===== src/rtl/fifo_arb_n.sv =====
// N-channel framed byte-stream arbiter: demultiplexes inbound frames by header channel and
// merges outbound client frames round-robin. Define FIFO_ARB_N_STATS_EN to enable drop_cnt.
module fifo_arb_n #(
    parameter int N  = 2,
    parameter int DW = 8,
    parameter int AW = 3
) (
    input  logic            CLK,
    input  logic            RESETn,
    output logic            com_rden,
    input  logic            com_rdempty,
    input  logic [DW-1:0]   com_rddata,
    output logic            com_wren,
    input  logic            com_wrfull,
    output logic [DW-1:0]   com_wrdata,
    input  logic [N-1:0]    c_rden,
    output logic [N-1:0]    c_rdempty,
    output logic [N*DW-1:0] c_rddata,
    input  logic [N-1:0]    c_wren,
    output logic [N-1:0]    c_wrfull,
    input  logic [N*DW-1:0] c_wrdata,
    output logic [15:0]     drop_cnt
);
    localparam int CW    = (N > 1) ? $clog2(N) : 1;
    localparam int LW    = DW - CW;
    localparam int DEPTH = 1 << AW;

    typedef enum logic [1:0] {RX_HDR, RX_DATA, RX_DROP} rx_state_e;
    typedef enum logic {TX_IDLE, TX_DATA} tx_state_e;

    logic [N-1:0]  rx_push, rx_full, tx_pop, tx_empty;
    logic [DW-1:0] tx_head [N];

    for (genvar i = 0; i < N; i++) begin : g_ch
        logic [DW-1:0] rx_mem [DEPTH];
        logic [DW-1:0] tx_mem [DEPTH];
        logic [AW-1:0] rx_wp_q, rx_wp_d, rx_rp_q, rx_rp_d;
        logic [AW-1:0] tx_wp_q, tx_wp_d, tx_rp_q, tx_rp_d;
        logic [AW:0]   rx_cnt_q, rx_cnt_d, tx_cnt_q, tx_cnt_d;
        logic          rx_we, rx_re, tx_we, tx_re;

        // NOTE: combinational blocks use blocking '=' and registers use '<=' so each flop
        // samples a settled next-state value without simulation ordering races.
        always_comb begin
            rx_we    = rx_push[i] && !rx_full[i];
            rx_re    = c_rden[i] && !c_rdempty[i];
            tx_we    = c_wren[i] && !c_wrfull[i];
            tx_re    = tx_pop[i] && !tx_empty[i];
            rx_wp_d  = rx_wp_q + AW'(rx_we);
            rx_rp_d  = rx_rp_q + AW'(rx_re);
            rx_cnt_d = rx_cnt_q + (AW+1)'(rx_we) - (AW+1)'(rx_re);
            tx_wp_d  = tx_wp_q + AW'(tx_we);
            tx_rp_d  = tx_rp_q + AW'(tx_re);
            tx_cnt_d = tx_cnt_q + (AW+1)'(tx_we) - (AW+1)'(tx_re);
        end

        always_ff @(posedge CLK or negedge RESETn) begin
            if (!RESETn) begin
                rx_wp_q  <= '0;
                rx_rp_q  <= '0;
                rx_cnt_q <= '0;
                tx_wp_q  <= '0;
                tx_rp_q  <= '0;
                tx_cnt_q <= '0;
            end else begin
                rx_wp_q  <= rx_wp_d;
                rx_rp_q  <= rx_rp_d;
                rx_cnt_q <= rx_cnt_d;
                tx_wp_q  <= tx_wp_d;
                tx_rp_q  <= tx_rp_d;
                tx_cnt_q <= tx_cnt_d;
            end
        end

        // NOTE: storage arrays carry no reset; the occupancy counters alone define validity.
        always_ff @(posedge CLK) begin
            if (rx_we) rx_mem[rx_wp_q] <= com_rddata;
            if (tx_we) tx_mem[tx_wp_q] <= c_wrdata[i*DW +: DW];
        end

        assign rx_full[i]            = (rx_cnt_q == (AW+1)'(DEPTH));
        assign c_rdempty[i]          = (rx_cnt_q == '0);
        assign c_wrfull[i]           = (tx_cnt_q == (AW+1)'(DEPTH));
        assign tx_empty[i]           = (tx_cnt_q == '0);
        assign c_rddata[i*DW +: DW]  = c_rdempty[i] ? '0 : rx_mem[rx_rp_q];
        assign tx_head[i]            = tx_mem[tx_rp_q];
    end

    // ---------------- inbound demultiplexer ----------------
    rx_state_e     rx_state_q, rx_state_d;
    logic [LW-1:0] rx_rem_q, rx_rem_d;
    logic [CW-1:0] rx_ch_q, rx_ch_d;
    logic [CW-1:0] hdr_ch;
    logic [LW-1:0] hdr_len;
    logic          hdr_valid;

    assign hdr_ch    = com_rddata[DW-1:LW];
    assign hdr_len   = com_rddata[LW-1:0];
    assign hdr_valid = ({1'b0, hdr_ch} < (CW+1)'(N));

    always_ff @(posedge CLK or negedge RESETn) begin
        if (!RESETn) begin
            rx_state_q <= RX_HDR;
            rx_rem_q   <= '0;
            rx_ch_q    <= '0;
        end else begin
            rx_state_q <= rx_state_d;
            rx_rem_q   <= rx_rem_d;
            rx_ch_q    <= rx_ch_d;
        end
    end

    always_comb begin
        // NOTE: every combinational output gets a default first so no path infers a latch.
        rx_state_d = rx_state_q;
        rx_rem_d   = rx_rem_q;
        rx_ch_d    = rx_ch_q;
        if (com_rden) begin
            if (rx_state_q == RX_HDR) begin
                rx_ch_d  = hdr_ch;
                rx_rem_d = hdr_len;
                if (hdr_len != '0) rx_state_d = hdr_valid ? RX_DATA : RX_DROP;
            end else begin
                rx_rem_d = rx_rem_q - 1'b1;
                if (rx_rem_q == LW'(1)) rx_state_d = RX_HDR;
            end
        end
    end

    // Transport strobes are gated by reset so they read 0 the moment RESETn falls.
    always_comb begin
        com_rden = 1'b0;
        rx_push  = '0;
        if (RESETn && !com_rdempty) begin
            unique case (rx_state_q)
                RX_HDR: begin
                    if (!hdr_valid) begin
                        com_rden = 1'b1;
                    end else if (!rx_full[hdr_ch]) begin
                        com_rden        = 1'b1;
                        rx_push[hdr_ch] = 1'b1;
                    end
                end
                RX_DATA: begin
                    if (!rx_full[rx_ch_q]) begin
                        com_rden         = 1'b1;
                        rx_push[rx_ch_q] = 1'b1;
                    end
                end
                RX_DROP: com_rden = 1'b1;
                default: ;
            endcase
        end
    end

    // ---------------- outbound round-robin merger ----------------
    tx_state_e     tx_state_q, tx_state_d;
    logic [LW-1:0] tx_rem_q, tx_rem_d;
    logic [CW-1:0] tx_ch_q, tx_ch_d, last_q, last_d, gnt_idx;
    logic          gnt_found;

    // Scan starts just after the last granted client, wrapping at N.
    always_comb begin
        logic [CW-1:0] scan;
        gnt_found = 1'b0;
        gnt_idx   = last_q;
        scan      = last_q;
        for (int k = 0; k < N; k++) begin
            scan = (scan == CW'(N-1)) ? '0 : scan + 1'b1;
            if (!gnt_found && !tx_empty[scan]) begin
                gnt_found = 1'b1;
                gnt_idx   = scan;
            end
        end
    end

    always_ff @(posedge CLK or negedge RESETn) begin
        if (!RESETn) begin
            tx_state_q <= TX_IDLE;
            tx_rem_q   <= '0;
            tx_ch_q    <= '0;
            last_q     <= CW'(N-1);
        end else begin
            tx_state_q <= tx_state_d;
            tx_rem_q   <= tx_rem_d;
            tx_ch_q    <= tx_ch_d;
            last_q     <= last_d;
        end
    end

    always_comb begin
        tx_state_d = tx_state_q;
        tx_rem_d   = tx_rem_q;
        tx_ch_d    = tx_ch_q;
        last_d     = last_q;
        if (com_wren) begin
            if (tx_state_q == TX_IDLE) begin
                tx_ch_d  = gnt_idx;
                tx_rem_d = tx_head[gnt_idx][LW-1:0];
                if (tx_head[gnt_idx][LW-1:0] != '0) tx_state_d = TX_DATA;
                else                                last_d     = gnt_idx;
            end else begin
                tx_rem_d = tx_rem_q - 1'b1;
                if (tx_rem_q == LW'(1)) begin
                    tx_state_d = TX_IDLE;
                    last_d     = tx_ch_q;
                end
            end
        end
    end

    always_comb begin
        com_wren   = 1'b0;
        com_wrdata = '0;
        tx_pop     = '0;
        if (RESETn && !com_wrfull) begin
            unique case (tx_state_q)
                TX_IDLE: begin
                    if (gnt_found) begin
                        com_wren        = 1'b1;
                        tx_pop[gnt_idx] = 1'b1;
                        com_wrdata      = {gnt_idx, tx_head[gnt_idx][LW-1:0]};
                    end
                end
                TX_DATA: begin
                    if (!tx_empty[tx_ch_q]) begin
                        com_wren        = 1'b1;
                        tx_pop[tx_ch_q] = 1'b1;
                        com_wrdata      = tx_head[tx_ch_q];
                    end
                end
                default: ;
            endcase
        end
    end

`ifdef FIFO_ARB_N_STATS_EN
    logic [15:0] drop_q, drop_d;

    always_comb begin
        drop_d = drop_q;
        if (com_rden && rx_state_q == RX_HDR && !hdr_valid && drop_q != 16'hFFFF)
            drop_d = drop_q + 16'd1;
    end

    always_ff @(posedge CLK or negedge RESETn) begin
        if (!RESETn) drop_q <= '0;
        else         drop_q <= drop_d;
    end

    assign drop_cnt = drop_q;
`else
    assign drop_cnt = '0;
`endif

endmodule


===== config.mk =====
export PLATFORM = sky130hd
export DESIGN_NAME = fifo_arb_n
export DESIGN_NICKNAME = d
export VERILOG_FILES = /design/src/rtl/fifo_arb_n.sv
export SDC_FILE = /design/constraint.sdc
export NUM_CORES = 1
export LEC_CHECK = 0
export ABC_AREA = 1
export ABC_CLOCK_PERIOD_IN_PS = 2500
export BUFFER_PORTS_ARGS = -buffer_cell sky130_fd_sc_hd__buf_2
export CAP_MARGIN = 20
export CORE_MARGIN = 8
export CORE_UTILIZATION = 55
export CTS_CLUSTER_SIZE = 14
export DETAILED_ROUTE_END_ITERATION = 16
export PLACE_DENSITY_LB_ADDON = 0.2
export SLEW_MARGIN = 10
export SYNTH_ARGS = -nofsm -noshare
export SYNTH_HDL_FRONTEND = slang
export SYNTH_SLANG_ARGS = --single-unit

===== constraint.sdc =====
create_clock -name CLK -period 2.5 [get_ports CLK]
set_clock_uncertainty 0.15 [all_clocks]
set_input_delay 0 -clock CLK [delete_from_list [all_inputs] [get_ports CLK]]
set_output_delay 0 -clock CLK [all_outputs]
set_load 0.02 [all_outputs]

## Yosys cells after proc, flatten, opt, wreduce, memory -nomap -nowiden

Memory sizes are Yosys's and may differ from the RTL's.
Index checks and enable logic that the tools add are counted.

| storage, ports and cells | value |
|---|---|
| memories kept | 4 |
| word-level logic and storage cells | 178 |
| output and inout port bits | 46 |
| memory bits (read-only) | 0 |
| register bits after elaboration | 60 |
| RAM bits | 256 |
| bits in latches | 0 |

| cells by class | value |
|---|---|
| bitwise logic cells | 3 |
| add/sub/neg operators | 20 |
| multiplexer cells | 71 |
| divide/modulo/power cells | 0 |
| shift-type cells | 0 |
| eq/ne operators | 11 |
| reductions and logical operators | 38 |
| multipliers | 0 |
| $lt $le $gt $ge | 12 |

Memory list:

| memory | words | bits a word | rd ports | clocked after memory_dff | wr ports | line | text |
|---|---|---|---|---|---|---|---|
| g_ch[0].rx_mem | 8 | 8 | 1 | 0 | 1 | 35 | `logic [DW-1:0] rx_mem [DEPTH];` |
| g_ch[0].tx_mem | 8 | 8 | 1 | 0 | 1 | 36 | `logic [DW-1:0] tx_mem [DEPTH];` |
| g_ch[1].rx_mem | 8 | 8 | 1 | 0 | 1 | 35 |  |
| g_ch[1].tx_mem | 8 | 8 | 1 | 0 | 1 | 36 |  |

Operators by type and width:

| operator | count |
|---|---|
| 8-bit two-way mux | 8 |
| 1-bit two-way mux | 40 |
| 7-bit two-way mux | 5 |
| 3-bit by 1-bit adder with 3-bit output | 8 |
| 2-bit two-way mux | 9 |
| 4-bit by 1-bit adder with 4-bit output | 4 |
| 4-bit equality test (second input constant) | 4 |
| 4-bit zero test | 4 |
| 8-bit one-hot mux with 2 select lines | 1 |
| 4-bit by 1-bit subtractor with 4-bit output | 4 |
| 1-bit logical AND | 15 |
| 7-bit by 1-bit equality test with 1-bit output (second input constant) | 2 |
| 7-bit nonzero test | 2 |
| 7-bit by 1-bit subtractor with 7-bit output (second input constant) | 2 |
| 1-bit by 2-bit less-than comparator with 1-bit output (second input constant) | 6 |
| 1-bit zero test | 11 |
| 2-bit one-hot mux with 2 select lines | 2 |
| 3-bit AND reduction | 2 |
| 1-bit demux with 1-bit select | 4 |
| 1-bit >= comparator (second input constant) | 4 |
| 2-bit >= comparator (second input constant) | 2 |
| 2-bit by 1-bit inequality test with 1-bit output (second input constant) | 2 |
| 1-bit inverter with 2-bit output | 2 |
| 2-bit AND reduction | 2 |
| 9 further kinds | 10 |

## Longest topological paths before layout

Gate-level depths: netlist of run 1.

| logic depth | value |
|---|---|
| depth in word-level cells | 18 |
| depth in mapped cells | 17 |
| depth with buffers taken out | 16 |

## Worst setup path before layout of run 1

OpenSTA, ideal clock, no wires.

| path | value |
|---|---|
| path type | flip-flop to flip-flop |
| start point | register g_ch[1].tx_cnt_q[2] |
| end point | register g_ch[1].tx_cnt_q[2] |
| buffers on the path | 0 |
| clock period less this slack | 2.640 ns |
| arrival time | 2.368 ns |
| cell stages (with the launch flop) | 17 |
| setup slack | -0.140 ns |
| library setup time | 0.123 ns |
| path through | dfrtp_1 -> inv_1 -> ha_1 -> inv_1 -> nor2_2 -> nand2_1 -> o21ai_2 -> inv_2 -> nor2_1 -> a21oi_1 -> and3_1 -> ha_1 -> inv_1 -> ha_1 -> inv_1 -> fa_1 -> xnor2_1 |

| on the way | value |
|---|---|
| longest elaborated chain between the ends | 15 |
| elaborated cells on any way between the ends | 29 |
| those cells by class | add/sub (2); order compare (2); eq/ne (1); mux (16); reduce/logical (8) |

Ends and longest elaborated chain:

| item | line | text |
|---|---|---|
| start: declaration | 39 | `logic [AW:0] rx_cnt_q, rx_cnt_d, tx_cnt_q, tx_cnt_d;` |
| start signal: assignment | 71 | `tx_cnt_q <= tx_cnt_d;` |
| 4-bit zero test | 84 | `assign tx_empty[i] = (tx_cnt_q == '0);` |
| 1-bit two-way mux (implied by the code) (2 in series) | 170 | `if (!gnt_found && !tx_empty[scan]) begin` |
| 1-bit zero test | 170 |  |
| 1-bit logical AND | 170 |  |
| 1-bit two-way mux | 170 |  |
| 1-bit by 2-bit less-than comparator with 1-bit output (implied by the code) or 1-bit >= comparator (tied branches) | 221 | `tx_pop[gnt_idx] = 1'b1;` |
| 1-bit logical AND (implied by the code) | 221 |  |
| 1-bit two-way mux (implied by the code) | 221 |  |
| 1-bit demux with 1-bit select | 221 |  |
| 2-bit two-way mux | 219 | `if (gnt_found) begin` |
| 2-bit one-hot mux with 2 select lines | 217 | `unique case (tx_state_q)` |
| 2-bit two-way mux | 216 | `if (RESETn && !com_wrfull) begin` |
| 1-bit logical AND | 48 | `tx_re = tx_pop[i] && !tx_empty[i];` |
| 4-bit by 1-bit subtractor with 4-bit output (*) | 54 | `tx_cnt_d = tx_cnt_q + (AW+1)'(tx_we) - (AW+1)'(tx_re);` |
| named net g_ch[1].tx_cnt_d[2] | 39 |  |

The timed path passes the listed nets; every way through them passes the cells marked *. The select of a mux whose other input is x is not followed.
A chain may end at the register's enable or synchronous reset.

## Worst setup path in the final report of run 1

| path | value |
|---|---|
| start point | register g_ch[0].tx_cnt_q[3] |
| end point | register g_ch[1].tx_cnt_q[1] |

| on the way | value |
|---|---|
| longest elaborated chain between the ends | 15 |
| elaborated cells on any way between the ends | 24 |
| those cells by class | add/sub (1); order compare (2); mux (16); reduce/logical (5) |

Ends and longest elaborated chain:

| item | line |
|---|---|
| start: declaration | 39 |
| start signal: assignment | 71 |
| 4-bit zero test (*) | 84 |
| 1-bit two-way mux (implied by the code) (2 in series) | 170 |
| 1-bit zero test | 170 |
| 1-bit logical AND | 170 |
| 1-bit two-way mux | 170 |
| 1-bit by 2-bit less-than comparator with 1-bit output (implied by the code) or 1-bit >= comparator (tied branches) | 221 |
| 1-bit logical AND (implied by the code) | 221 |
| 1-bit two-way mux (implied by the code) | 221 |
| 1-bit demux with 1-bit select | 221 |
| 2-bit two-way mux | 219 |
| 2-bit one-hot mux with 2 select lines (*) | 217 |
| 2-bit two-way mux (*) | 216 |
| 1-bit logical AND (*) | 48 |
| 4-bit by 1-bit subtractor with 4-bit output (*) | 54 |
| named net g_ch[1].tx_cnt_d[1] | 39 |

Marks and branches as above.

==> results_tabular.tex, run 1 <==
\begin{tabular}{lr}
\hline
Metric & Value \\
\hline
\multicolumn{2}{l}{\textbf{Pwr}} \\
\quad LEAKAGE & 7.00 nW \\
\quad Power Dens Cells & 1200 nW/um2 \\
\quad Switching power of the nets & around 7.8 mW \\
\quad Clock power share & 24.6\% \\
\quad Internal power summed over all cells & 12.7 mW \\
\quad Max IR drop VDD & 0.722 mV \\
\quad Pwr Total & 20.4 mW \\
\quad Logic pwr share & 40.4\% \\
\quad Sw Share & 38.0\% \\
\quad Sequential Power Share & 35.0\% \\
\multicolumn{2}{l}{\textbf{Global routing}} \\
\quad Remaining Overflow, GRT & 0 \\
\quad Wire length of the first global-routing pass & 48900 um \\
\quad Largest net degree at the start of global routing & 60 \\
\quad Vias in the first global route & 9422 \\
\quad Number of antenna violations at the first check in global routing & 0 \\
\quad Tot GR Track Use & 19.7\% \\
\multicolumn{2}{l}{\textbf{Detailed routing}} \\
\quad Via total after detailed routing & 9708 \\
\quad DR vias/cell & 5.27 \\
\quad DRC violation count after routing & 0 \\
\quad Routed length per placed instance & 16.9 um \\
\quad Starting DRC count in detailed routing & slightly below 700 \\
\quad Sum of routed wire length over all layers & 31200 um \\
\quad Antenna viol nets, final & 0 \\
\quad Router iterations before antenna repair & 5 \\
\multicolumn{2}{l}{\textbf{Run status}} \\
\quad Violated checks & negative setup slack \\
\quad Outcome & finished, violations left \\
\multicolumn{2}{l}{\textbf{Place}} \\
\quad HPWL reported at the end of detailed placement & $\sim$19000 um \\
\quad Post-placement cell area & 15100 um2 \\
\quad GP Congestion & 0.900 \\
\quad Port-buffer cells & 61 \\
\multicolumn{2}{l}{\textbf{Layout}} \\
\quad Number of nets in the layout & 1568 \\
\quad Leading cell type in the layout, fill and taps excluded & edfxtp\_1 \\
\quad Area overhead of the layout relative to synthesis & 20.0\% \\
\quad Utilization after layout & between 60\% and 70\% \\
\quad Cell area after layout & 17000 um2 \\
\quad Diodes inserted & 0 \\
\quad Proportion of layout cells with a drive suffix above 1 & 17.8\% \\
\quad Area of combinational cells with multiple inputs & approximately 4300 um2 \\
\quad Commonest cells after routing, fill and taps aside & edfxtp\_1 (256), nand2\_1 (236), nor2\_1 (172), inv\_1 (129), o21ai\_0 (111) \\
\quad FILL cells & 1889 \\
\quad Combined flip-flop and latch cell area & roughly 9000 um2 \\
\multicolumn{2}{l}{\textbf{Synth}} \\
\quad Synthesized area divided by synthesized cell count & 10.7 um2 \\
\quad Synth Instances & 1321 \\
\quad Yosys warning count & 0 \\
\quad Distinct cells, synth & 42 \\
\quad Post-synthesis register bit count & 315 \\
\quad Syn Std Cell Area & 14200 um2 \\
\quad Portion of synthesized cell area occupied by the leading cell type & 54.3\% \\
\quad Cell types occupying the most area after synthesis & edfxtp\_1 (54\%), dfrtp\_1 (10\%), nand2\_1 (6.5\%) \\
\quad Most area-hungry cell type in the Yosys netlist & edfxtp\_1 \\
\quad Sequential fraction of the synthesis area & 64.8\% \\
\multicolumn{2}{l}{\textbf{Floorplan}} \\
\quad Top Ports & 78 \\
\quad Row count & 58 \\
\quad Initial Util & 56.0\% \\
\quad Core area & 25300 um2 \\
\quad Die outline height & around 180 um \\
\quad Die area & 31100 um2 \\
\quad Width of the die & 176 um \\
\multicolumn{2}{l}{\textbf{Worst setup path}} \\
\quad Largest fanout on the critical path & 3 \\
\quad Critical path class & register to register \\
\quad Worst Setup End Kind & register \\
\quad Required arrival time at the worst endpoint & 2740 ps \\
\quad Arrival time at the worst endpoint & 2810 ps \\
\quad Startpoint class of the critical path & register \\
\quad Worst R2R Setup Slack & -70 ps \\
\multicolumn{2}{l}{\textbf{Clocking}} \\
\quad Number of buffers created by CTS & 34 \\
\quad Clock-pin transition on the worst setup and hold timing paths & 60 ps \\
\quad TritonCTS clock tree & yes \\
\quad Root buf cell & clkbuf\_16 \\
\quad TritonCTS sink count & 315 \\
\quad Maximum number of buffers from clock root to sink & 3 \\
\quad Number of H-tree branching levels & 2 \\
\quad Clock latency at the later pin of the worst-skew pair & 500 ps \\
\multicolumn{2}{l}{\textbf{STA}} \\
\quad Setup total negative slack & -177 ps \\
\quad Headroom to the max-slew limit & 49.1\% \\
\quad Fin. max-slew vios & 0 \\
\quad Count of endpoints failing hold in the final timing report & 0 \\
\quad Final setup violating endpoints & 4 \\
\quad Smallest hold slack & $\sim$54 ps \\
\quad Max frequency & 389 MHz \\
\quad Unrepaired setup endpoints after global routing & true \\
\quad Transition time at the pin with the least slew margin & 763 ps \\
\quad Worst setup slack after layout & -68.2 ps \\
\quad Min Tclk post-route & 2570 ps \\
\quad Ratio of final minimum period to clock period & 103\% \\
\multicolumn{2}{l}{\textbf{Job}} \\
\quad Max-cap violations & 0 \\
\multicolumn{2}{l}{\textbf{Worst hold path}} \\
\quad Min-Delay Path Class & primary input to asynchronous set/reset pin \\
\hline
\end{tabular}
==> Yosys cell counts <==
cell type and number:
inv_4 2, o21ai_0 111, nor3_2 2, o211ai_1 9
inv_1 144, and3_1 1, nand3_1 79, buf_1 3
o21a_1 1, or2_2 4, buf_6 10, nand2_2 2
o21ai_1 8, o21ai_2 3, o22ai_1 18, nor2_1 185
nand4_1 1, fa_1 4, clkinv_1 3, dfstp_2 1
ha_1 44, a31oi_1 17, xor2_1 12, inv_2 4
a21oi_1 22, nor2_2 2, nand2_1 244, a21oi_2 1
conb_1 1, edfxtp_1 256, or4_1 1, clkbuf_1 19
a211oi_1 1, xnor2_1 7, or2_1 1, nor4_1 1
buf_2 7, o221ai_1 1, a311oi_1 1, dfrtp_1 58
buf_4 23, nor3_1 7
==> timing repair <==
| item | CTS | global route |
|---|---|---|
| hold buffers | 30 | 0 |
| hold endpoints to repair | 331 | 0 |
| buffers inserted | 9 | 9 |
| endpoints found under the setup margin | 12 | 61 |
| cloned | 0 | 1 |
| gates resized for setup | 26 | 65 |
| pin swaps | 9 | 22 |
==> layout make-up <==
class	instances	share of cell area, %
sequential	315	54.0
multi-input combinational	806	25.5
timing repair buffer	177	7.83
clock buffer	39	5.50
inverter	153	3.57
tap	330	2.43
clock inverter	22	1.16
timing repair inverter	1	0.0295
==> flip-flops by register name, indices dropped and copies added (netlist names), 6 cells and up <==
register,cells
g_ch.rx_rp_q,6
g_ch.tx_mem,128
g_ch.rx_cnt_q,8
rx_rem_q,7
g_ch.tx_rp_q,6
g_ch.tx_cnt_q,8
g_ch.rx_wp_q,6
g_ch.rx_mem,128
tx_rem_q,7
g_ch.tx_wp_q,6
==> power by group through the flow <==
stage	clock [mW]	sequential [mW]	combinational, mW
finish	5.03	7.14	8.25
global route	5.31	7.23	9.19
CTS	5.08	7.09	7.82
detailed placement	0	7.17	7.54
global placement	0	7.14	7.40
floorplan	0	7.09	5.40
==> metrics by stage <==
stage | instances | worst slack [ps]
2_1_floorplan | 1336 | -79.3
3_3_place_gp | 1735 | -103
3_5_place_dp | 1735 | -165
4_1_cts | 1834 | -75.3
5_1_grt | 1843 | -164
6_report | 1843 | -68.2
==> per-layer routing <==
layer | up-vias | routed length [um] | track usage, %
li1 | 4763 | - | -
met1 | 4589 | 13500 | 26.3
met2 | 289 | 15000 | 32.1
met3 | 67 | 1840 | 3.63
met4 | 0 | 836 | 6.80
met5 | - | 0 | 0
==> worst paths after layout <==
path / startpoint / to / depth (start not counted)
worst max register to register: g_ch[0].tx_cnt_q[3] / g_ch[1].tx_cnt_q[1] / 15
max in group asynchronous: RESETn / g_ch[1].tx_rp_q[0] / 3
worst min-delay path: RESETn / g_ch[0].rx_cnt_q[0] / 3
worst max-delay path: g_ch[0].tx_cnt_q[3] / g_ch[1].tx_cnt_q[1] / 15
min in group CLK: com_rdempty / g_ch[0].rx_wp_q[0] / 5
worst min register to register: g_ch[0].rx_rp_q[2] / g_ch[0].rx_rp_q[2] / 1
==> kinds of logic (layout without fill, tap and decap cells) <==
kind of cell / Yosys count / count (layout) / share of synthesized area (%)
compound gates: 193 / 193 / 7.49
fa+ha+maj: 48 / 48 / 4.46
simple gates: 530 / 530 / 15.1
buf+inv: 215 / 392 / 6.94
xor+xnor: 19 / 19 / 1.18
flops: 315 / 315 / 64.8
other cells: 1 / 16 / 0.0265
==> critical path: stages (launching register included) <==
cell     delay, ps
dfrtp_1        380
inv_1           90
ha_4           130
inv_2           40
nor2_4         160
o21ai_4         70
inv_2           80
nor2_4          40
a21oi_4        170
and3_4         230
ha_4           200
inv_2           60
ha_4           120
inv_2           30
fa_1           470
inv_1           40
No activity file was read; power rests on OpenSTA's default activity.
==> run 2: changes to the inputs <==
- MAX_ROUTING_LAYER: unset -> met4
==> results_tabular.tex, run 2 (synthesis results as in run 1) <==
\begin{tabular}{lr}
\hline
Metric & Value \\
\hline
\multicolumn{2}{l}{\textbf{STA}} \\
\quad Transition time at the pin with the least slew margin & 869 ps (+106 ps) \\
\quad Max frequency & 391 MHz (+0.31\%) \\
\quad Headroom to the max-slew limit & 41.8\% (-7.3 points) \\
\quad Fin. max-slew vios & 0 (unchanged) \\
\quad Count of endpoints failing hold in the final timing report & 7 (+7) \\
\quad Smallest hold slack & -11.4 ps (-65.1 ps) \\
\quad Min Tclk post-route & 2560 ps (-7.87 ps) \\
\quad Worst setup slack after layout & -60.3 ps (+7.87 ps) \\
\quad Final setup violating endpoints & 3 (-1) \\
\quad Ratio of final minimum period to clock period & 102\% (-0.31 points) \\
\quad Unrepaired setup endpoints after global routing & true \\
\multicolumn{2}{l}{\textbf{Clocking}} \\
\quad Number of buffers created by CTS & 31 (-8.8\%) \\
\quad Number of H-tree branching levels & 1 (-1) \\
\quad TritonCTS clock tree & yes \\
\quad Maximum number of buffers from clock root to sink & 3 (unchanged) \\
\quad Clock-pin transition on the worst setup and hold timing paths & 60 ps (about the same) \\
\quad Clock latency at the later pin of the worst-skew pair & 560 ps (+60 ps) \\
\quad TritonCTS sink count & 315 (unchanged) \\
\quad Root buf cell & clkbuf\_16 \\
\multicolumn{2}{l}{\textbf{Layout}} \\
\quad Combined flip-flop and latch cell area & 9170 um2 (about the same) \\
\quad Number of nets in the layout & 1567 (-0.064\%) \\
\quad Utilization after layout & 66.6\% (-0.59 points) \\
\quad Area of combinational cells with multiple inputs & 4320 um2 (-0.20\%) \\
\quad Leading cell type in the layout, fill and taps excluded & edfxtp\_1 \\
\quad Commonest cells after routing, fill and taps aside & edfxtp\_1 (256), nand2\_1 (229), nor2\_1 (176), inv\_1 (127), o21ai\_0 (110) \\
\quad Area overhead of the layout relative to synthesis & 18.9\% \\
\quad FILL cells & 1878 (-0.58\%) \\
\quad Diodes inserted & 0 (unchanged) \\
\quad Proportion of layout cells with a drive suffix above 1 & 18.7\% (+0.87 points) \\
\quad Largest registers & g\_ch.rx\_mem (128), g\_ch.tx\_mem (128) \\
\quad Number of standard cells in the final layout excluding fillers & 1842 (-0.054\%) \\
\multicolumn{2}{l}{\textbf{Pwr}} \\
\quad Sw Share & 38.7\% (+0.63 points) \\
\quad Sequential Power Share & 36.1\% (+1.1 points) \\
\quad Clock power share & 22.0\% (-2.6 points) \\
\quad Max IR drop VDD & 0.623 mV (-14\%) \\
\quad LEAKAGE & 6.93 nW (-0.99\%) \\
\quad Pwr Total & 19.8 mW (-3.0\%) \\
\quad Switching power of the nets & 7.65 mW (-1.4\%) \\
\quad Power Dens Cells & 1180 nW/um2 (-2.2\%) \\
\quad Internal power summed over all cells & 12.1 mW (-4.0\%) \\
\quad Logic pwr share & 41.9\% (+1.5 points) \\
\multicolumn{2}{l}{\textbf{Job}} \\
\quad Max-cap violations & 0 (unchanged) \\
\multicolumn{2}{l}{\textbf{Place}} \\
\quad Post-placement worst setup slack & -179 ps (-14.4 ps) \\
\quad Total instance count after detailed placement & 1735 (unchanged) \\
\quad HPWL reported at the end of detailed placement & 19200 um (-0.57\%) \\
\quad Port-buffer cells & 61 (unchanged) \\
\quad GP Congestion & 0.871 (-3.2\%) \\
\multicolumn{2}{l}{\textbf{Worst setup path}} \\
\quad Depth of the worst register-to-register path & 14 (-1) \\
\quad Startpoint class of the critical path & register \\
\quad Startpoint of the most critical setup path & g\_ch[1].tx\_cnt\_q[3] \\
\quad Required arrival time at the worst endpoint & 2780 ps (+40 ps) \\
\quad Worst R2R Setup Slack & -60 ps (about the same) \\
\quad Largest fanout on the critical path & 3 (unchanged) \\
\quad Arrival time at the worst endpoint & 2840 ps (+30 ps) \\
\quad Critical register-to-register path startpoint & g\_ch[1].tx\_cnt\_q[3] \\
\quad Worst Setup End Kind & register \\
\quad Critical path class & register to register \\
\quad Reg2reg end & g\_ch[0].tx\_cnt\_q[1] \\
\multicolumn{2}{l}{\textbf{Global routing}} \\
\quad Vias in the first global route & 9195 (-2.4\%) \\
\quad Tot GR Track Use & 19.7\% (about the same) \\
\quad Wire length of the first global-routing pass & 47700 um (-2.4\%) \\
\quad Remaining Overflow, GRT & 0 (unchanged) \\
\quad Number of antenna violations at the first check in global routing & 0 (unchanged) \\
\quad Largest net degree at the start of global routing & 60 (unchanged) \\
\multicolumn{2}{l}{\textbf{Floorplan}} \\
\quad Top Ports & 78 (unchanged) \\
\quad Core area & 25300 um2 (unchanged) \\
\quad Initial Util & 56.0\% (unchanged) \\
\quad Die area & 31100 um2 (unchanged) \\
\quad Row count & 58 (unchanged) \\
\quad Width of the die & 176 um (unchanged) \\
\quad Die outline height & 176 um (unchanged) \\
\multicolumn{2}{l}{\textbf{Detailed routing}} \\
\quad Antenna viol nets, final & 0 (unchanged) \\
\quad Starting DRC count in detailed routing & 818 (+18\%) \\
\quad DRC violation count after routing & 0 (unchanged) \\
\quad DR vias/cell & 5.25 (-0.36\%) \\
\quad Routed length per placed instance & 16.5 um (-2.4\%) \\
\quad Router iterations before antenna repair & 5 (unchanged) \\
\quad Via total after detailed routing & 9668 (-0.41\%) \\
\quad Sum of routed wire length over all layers & 30400 um (-2.5\%) \\
\multicolumn{2}{l}{\textbf{Run status}} \\
\quad Outcome & finished, violations left \\
\quad Violated checks & negative hold slack, negative setup slack \\
\multicolumn{2}{l}{\textbf{Worst hold path}} \\
\quad Min-Delay Path Class & primary input to asynchronous set/reset pin \\
\hline
\end{tabular}
## run 2: layout make-up
cell class / count / area share (%)
timing repair inverter: 1 / 0.0446
tap: 330 / 2.45
clock buffer: 42 / 5.03
inverter: 153 / 3.61
sequential: 315 / 54.5
multi-input combinational: 806 / 25.6
timing repair buffer: 179 / 8.04
clock inverter: 16 / 0.677
## run 2: routing by layer
metal / vias up / wire length [um] / global-route usage, %
li1: 4758 / - / -
met1: 4596 / 13300 / 26.0
met5: - / 0 / -
met4: 0 / 610 / 5.60
met3: 52 / 1760 / 2.50
met2: 262 / 14800 / 31.9
## run 2: worst max-delay path, stage by stage (launching register included)
cell and delay, ps:
dfrtp_1 380, inv_1 60, ha_2 170, inv_2 40
nor2_4 130, nand2_2 80, o21ai_4 70, inv_2 70
nor2_4 110, a21oi_4 50, nor3_2 200, ha_2 310
inv_2 60, ha_4 130, fa_2 420
## run 2: repair_timing
item | CTS | global route
pin swaps | 7 | 30
hold buffers | 31 | 0
buffers inserted | 2 | 17
endpoints found under the hold margin | 338 | 0
resized for setup | 33 | 65
endpoints found under the setup margin | 13 | 59
cloned | 0 | 1
## run 2: power groups by stage
stage | sequential [mW] | clock [mW] | combinational (mW)
3_5_place_dp | 7.17 | 0 | 7.56
6_report | 7.14 | 4.36 | 8.29
3_3_place_gp | 7.14 | 0 | 7.39
4_1_cts | 7.09 | 4.45 | 7.77
2_1_floorplan | 7.09 | 0 | 5.40
5_1_grt | 7.24 | 4.66 | 9.23
## run 2: through the flow
stage | setup TNS (ps) | instance area, um2
final | -150 | 16800
after global routing | -1040 | 16800
after CTS | -266 | 16500
after detailed placement | -616 | 15100
after global placement | -338 | 15100
after floorplan | -189 | 14200
## run 2: worst max-delay path by stage
stage,to,cells after the start
floorplan,g_ch[1].tx_cnt_q[2],16
global placement,g_ch[1].tx_cnt_q[2],16
detailed placement,g_ch[1].tx_cnt_q[2],16
CTS,g_ch[0].tx_cnt_q[1],14
global route,g_ch[0].tx_cnt_q[2],15
finish,g_ch[0].tx_cnt_q[1],14
==> run 3: changes to the inputs <==
- BUFFER_PORTS_ARGS: -buffer_cell sky130_fd_sc_hd__buf_2 -> -buffer_cell sky130_fd_sc_hd__buf_4
==> results_tabular.tex, run 3 (synthesis results as in run 1) <==
\begin{tabular}{lr}
\hline
Metric & Value \\
\hline
\multicolumn{2}{l}{\textbf{Clocking}} \\
\quad Clock-pin transition on the worst setup and hold timing paths & 60 ps (about the same) \\
\quad Clock latency at the later pin of the worst-skew pair & 500 ps (-60 ps) \\
\quad Root buf cell & clkbuf\_16 \\
\quad Maximum number of buffers from clock root to sink & 3 (unchanged) \\
\quad TritonCTS clock tree & yes \\
\quad TritonCTS sink count & 315 (unchanged) \\
\quad Number of H-tree branching levels & 2 (+1) \\
\quad Number of buffers created by CTS & 34 (+9.7\%) \\
\multicolumn{2}{l}{\textbf{Global routing}} \\
\quad Remaining Overflow, GRT & 0 (unchanged) \\
\quad Wire length of the first global-routing pass & 49700 um (+4.2\%) \\
\quad Largest net degree at the start of global routing & 60 (unchanged) \\
\quad Vias in the first global route & 9494 (+3.3\%) \\
\quad Tot GR Track Use & 20.5\% (+0.84 points) \\
\quad Number of antenna violations at the first check in global routing & 0 (unchanged) \\
\multicolumn{2}{l}{\textbf{Pwr}} \\
\quad LEAKAGE & 7.06 nW (+1.9\%) \\
\quad Max IR drop VDD & 0.731 mV (+17\%) \\
\quad Internal power summed over all cells & 13.0 mW (+7.2\%) \\
\quad Sequential Power Share & 34.5\% (-1.6 points) \\
\quad Switching power of the nets & 7.79 mW (+1.8\%) \\
\quad Clock power share & 24.9\% (+2.9 points) \\
\quad Power Dens Cells & 1220 nW/um2 (+3.4\%) \\
\quad Logic pwr share & 40.6\% (-1.3 points) \\
\quad Sw Share & 37.4\% (-1.2 points) \\
\multicolumn{2}{l}{\textbf{STA}} \\
\quad Smallest hold slack & 49.2 ps (+60.6 ps) \\
\quad Min Tclk post-route & 2550 ps (-5.77 ps) \\
\quad Max frequency & 391 MHz (+0.23\%) \\
\quad Transition time at the pin with the least slew margin & 902 ps (+32.5 ps) \\
\quad Final setup violating endpoints & 1 (-2) \\
\quad Worst setup slack after layout & -54.5 ps (+5.77 ps) \\
\quad Ratio of final minimum period to clock period & 102\% (-0.23 points) \\
\quad Headroom to the max-slew limit & 39.6\% (-2.2 points) \\
\quad Unrepaired setup endpoints after global routing & true \\
\quad Fin. max-slew vios & 0 (unchanged) \\
\quad Count of endpoints failing hold in the final timing report & 0 (-7) \\
\multicolumn{2}{l}{\textbf{Run status}} \\
\quad Outcome & finished, violations left \\
\quad Violated checks & negative setup slack \\
\multicolumn{2}{l}{\textbf{Worst setup path}} \\
\quad Arrival time at the worst endpoint & 2800 ps (-40 ps) \\
\quad Worst Setup End Kind & register \\
\quad Largest fanout on the critical path & 3 (unchanged) \\
\quad Startpoint class of the critical path & register \\
\quad Critical path class & register to register \\
\quad Required arrival time at the worst endpoint & 2740 ps (-40 ps) \\
\multicolumn{2}{l}{\textbf{Detailed routing}} \\
\quad Router iterations before antenna repair & 5 (unchanged) \\
\quad Routed length per placed instance & 16.9 um (+2.6\%) \\
\quad Starting DRC count in detailed routing & 761 (-7.0\%) \\
\quad Via total after detailed routing & 9801 (+1.4\%) \\
\quad Antenna viol nets, final & 0 (unchanged) \\
\quad Sum of routed wire length over all layers & 31200 um (+2.7\%) \\
\quad DRC violation count after routing & 0 (unchanged) \\
\quad DR vias/cell & 5.32 (+1.3\%) \\
\multicolumn{2}{l}{\textbf{Place}} \\
\quad HPWL reported at the end of detailed placement & 19600 um (+1.7\%) \\
\quad Port-buffer cells & 61 (unchanged) \\
\quad GP Congestion & 0.850 (-2.5\%) \\
\quad Total instance count after detailed placement & 1732 (-0.17\%) \\
\multicolumn{2}{l}{\textbf{Layout}} \\
\quad Diodes inserted & 0 (unchanged) \\
\quad Largest registers & g\_ch.rx\_mem (128), g\_ch.tx\_mem (128) \\
\quad Leading cell type in the layout, fill and taps excluded & edfxtp\_1 \\
\quad Number of nets in the layout & 1568 (+0.064\%) \\
\quad Combined flip-flop and latch cell area & 9170 um2 (unchanged) \\
\quad Area overhead of the layout relative to synthesis & 20.9\% \\
\quad Area of combinational cells with multiple inputs & 4300 um2 (-0.43\%) \\
\quad FILL cells & 1897 (+1.0\%) \\
\quad Commonest cells after routing, fill and taps aside & edfxtp\_1 (256), nand2\_1 (232), nor2\_1 (175), buf\_4 (138), inv\_1 (133) \\
\quad Number of standard cells in the final layout excluding fillers & 1843 (+0.054\%) \\
\quad Proportion of layout cells with a drive suffix above 1 & 18.0\% (-0.74 points) \\
\multicolumn{2}{l}{\textbf{Floorplan}} \\
\quad Top Ports & 78 (unchanged) \\
\quad Die outline height & 176 um (unchanged) \\
\quad Core area & 25300 um2 (unchanged) \\
\quad Die area & 31100 um2 (unchanged) \\
\quad Width of the die & 176 um (unchanged) \\
\quad Initial Util & 56.0\% (unchanged) \\
\quad Row count & 58 (unchanged) \\
\multicolumn{2}{l}{\textbf{Job}} \\
\quad Max-cap violations & 0 (unchanged) \\
\multicolumn{2}{l}{\textbf{Worst hold path}} \\
\quad Min-Delay Path Class & primary input to asynchronous set/reset pin \\
\hline
\end{tabular}
-- run 3: changes by cell type in the layout (fill, tap and decap cells not counted), moves of 4 or more --
cell / previous run / this run
buf_4: 86 / 138
inv_2: 16 / 12
clkbuf_16: 31 / 36
inv_1: 127 / 133
buf_2: 53 / 0
bufinv_16: 1 / 5
clkinv_2: 11 / 2
-- run 3: timing repair --
item / in CTS / in global routing
gates cloned: 0 / 2
hold buffers: 31 / 0
gates resized for setup: 32 / 46
setup endpoints to repair: 13 / 43
pin swaps: 8 / 14
setup buffers: 11 / 8
hold endpoints to repair: 333 / 0
-- run 3: metal layers --
| layer | global-route usage (%) | up-vias | wire, um | share of wire, % |
|---|---|---|---|---|
| li1 | - | 4755 | - | - |
| met1 | 26.7 | 4725 | 13700 | 44 |
| met2 | 32.9 | 257 | 15100 | 48 |
| met3 | 3.59 | 64 | 1760 | 5.6 |
| met4 | 5.92 | 0 | 657 | 2.1 |
| met5 | - | - | 0 | 0 |
-- run 3: metrics by stage --
| step | util (%) | TNS (ps) | setup slack (ps) | total power [mW] | cell area [um2] |
|---|---|---|---|---|---|
| floorplan | - | -189 | -79.3 | 12.5 | 14200 |
| global placement | 60.2 | -312 | -90.3 | 14.7 | 15200 |
| detailed placement | 60.2 | -692 | -195 | 14.9 | 15200 |
| CTS | 66.7 | -70.8 | -68.0 | 20.4 | 16900 |
| global route | 67.8 | -713 | -149 | 22.1 | 17100 |
| finish | 67.8 | -54.5 | -54.5 | 20.8 | 17100 |
-- run 3: layout make-up --
class	count	area share (%)
timing repair inverter	1	0.0439
sequential	315	53.6
multi-input combinational	806	25.1
tap	330	2.41
clock inverter	12	1.10
clock buffer	49	5.72
timing repair buffer	177	8.55
inverter	153	3.50
-- run 3: power groups by stage --
stage	clock network [mW]	registers, mW	logic, mW
after floorplan	0	7.09	5.40
after global placement	0	7.19	7.51
after CTS	5.27	7.13	8.03
final	5.18	7.18	8.45
after global routing	5.48	7.27	9.39
after detailed placement	0	7.21	7.71
-- run 3: critical path: stages, from the launching register on --
cell,delay [ps]
dfrtp_1,380
inv_1,60
ha_1,140
inv_2,40
nor2_4,140
o21ai_4,70
inv_2,70
nor2_4,40
a21oi_4,170
and3_4,230
ha_4,200
inv_4,50
ha_4,120
inv_2,30
fa_2,510
inv_1,40
-- run 3: path summary, 6_finish.rpt --
path,cells past startpoint,from,end,slack (ps)
min reg2reg,2,last_q,last_q,310
min,3,RESETn,g_ch[0].rx_wp_q[1],50
max reg2reg,15,g_ch[0].tx_cnt_q[3],g_ch[1].tx_cnt_q[1],-50
min in group CLK,2,c_wrdata[13],g_ch[1].tx_mem[3][5],130
max,15,g_ch[0].tx_cnt_q[3],g_ch[1].tx_cnt_q[1],-50
max in group asynchronous,3,RESETn,g_ch[1].tx_rp_q[1],1570
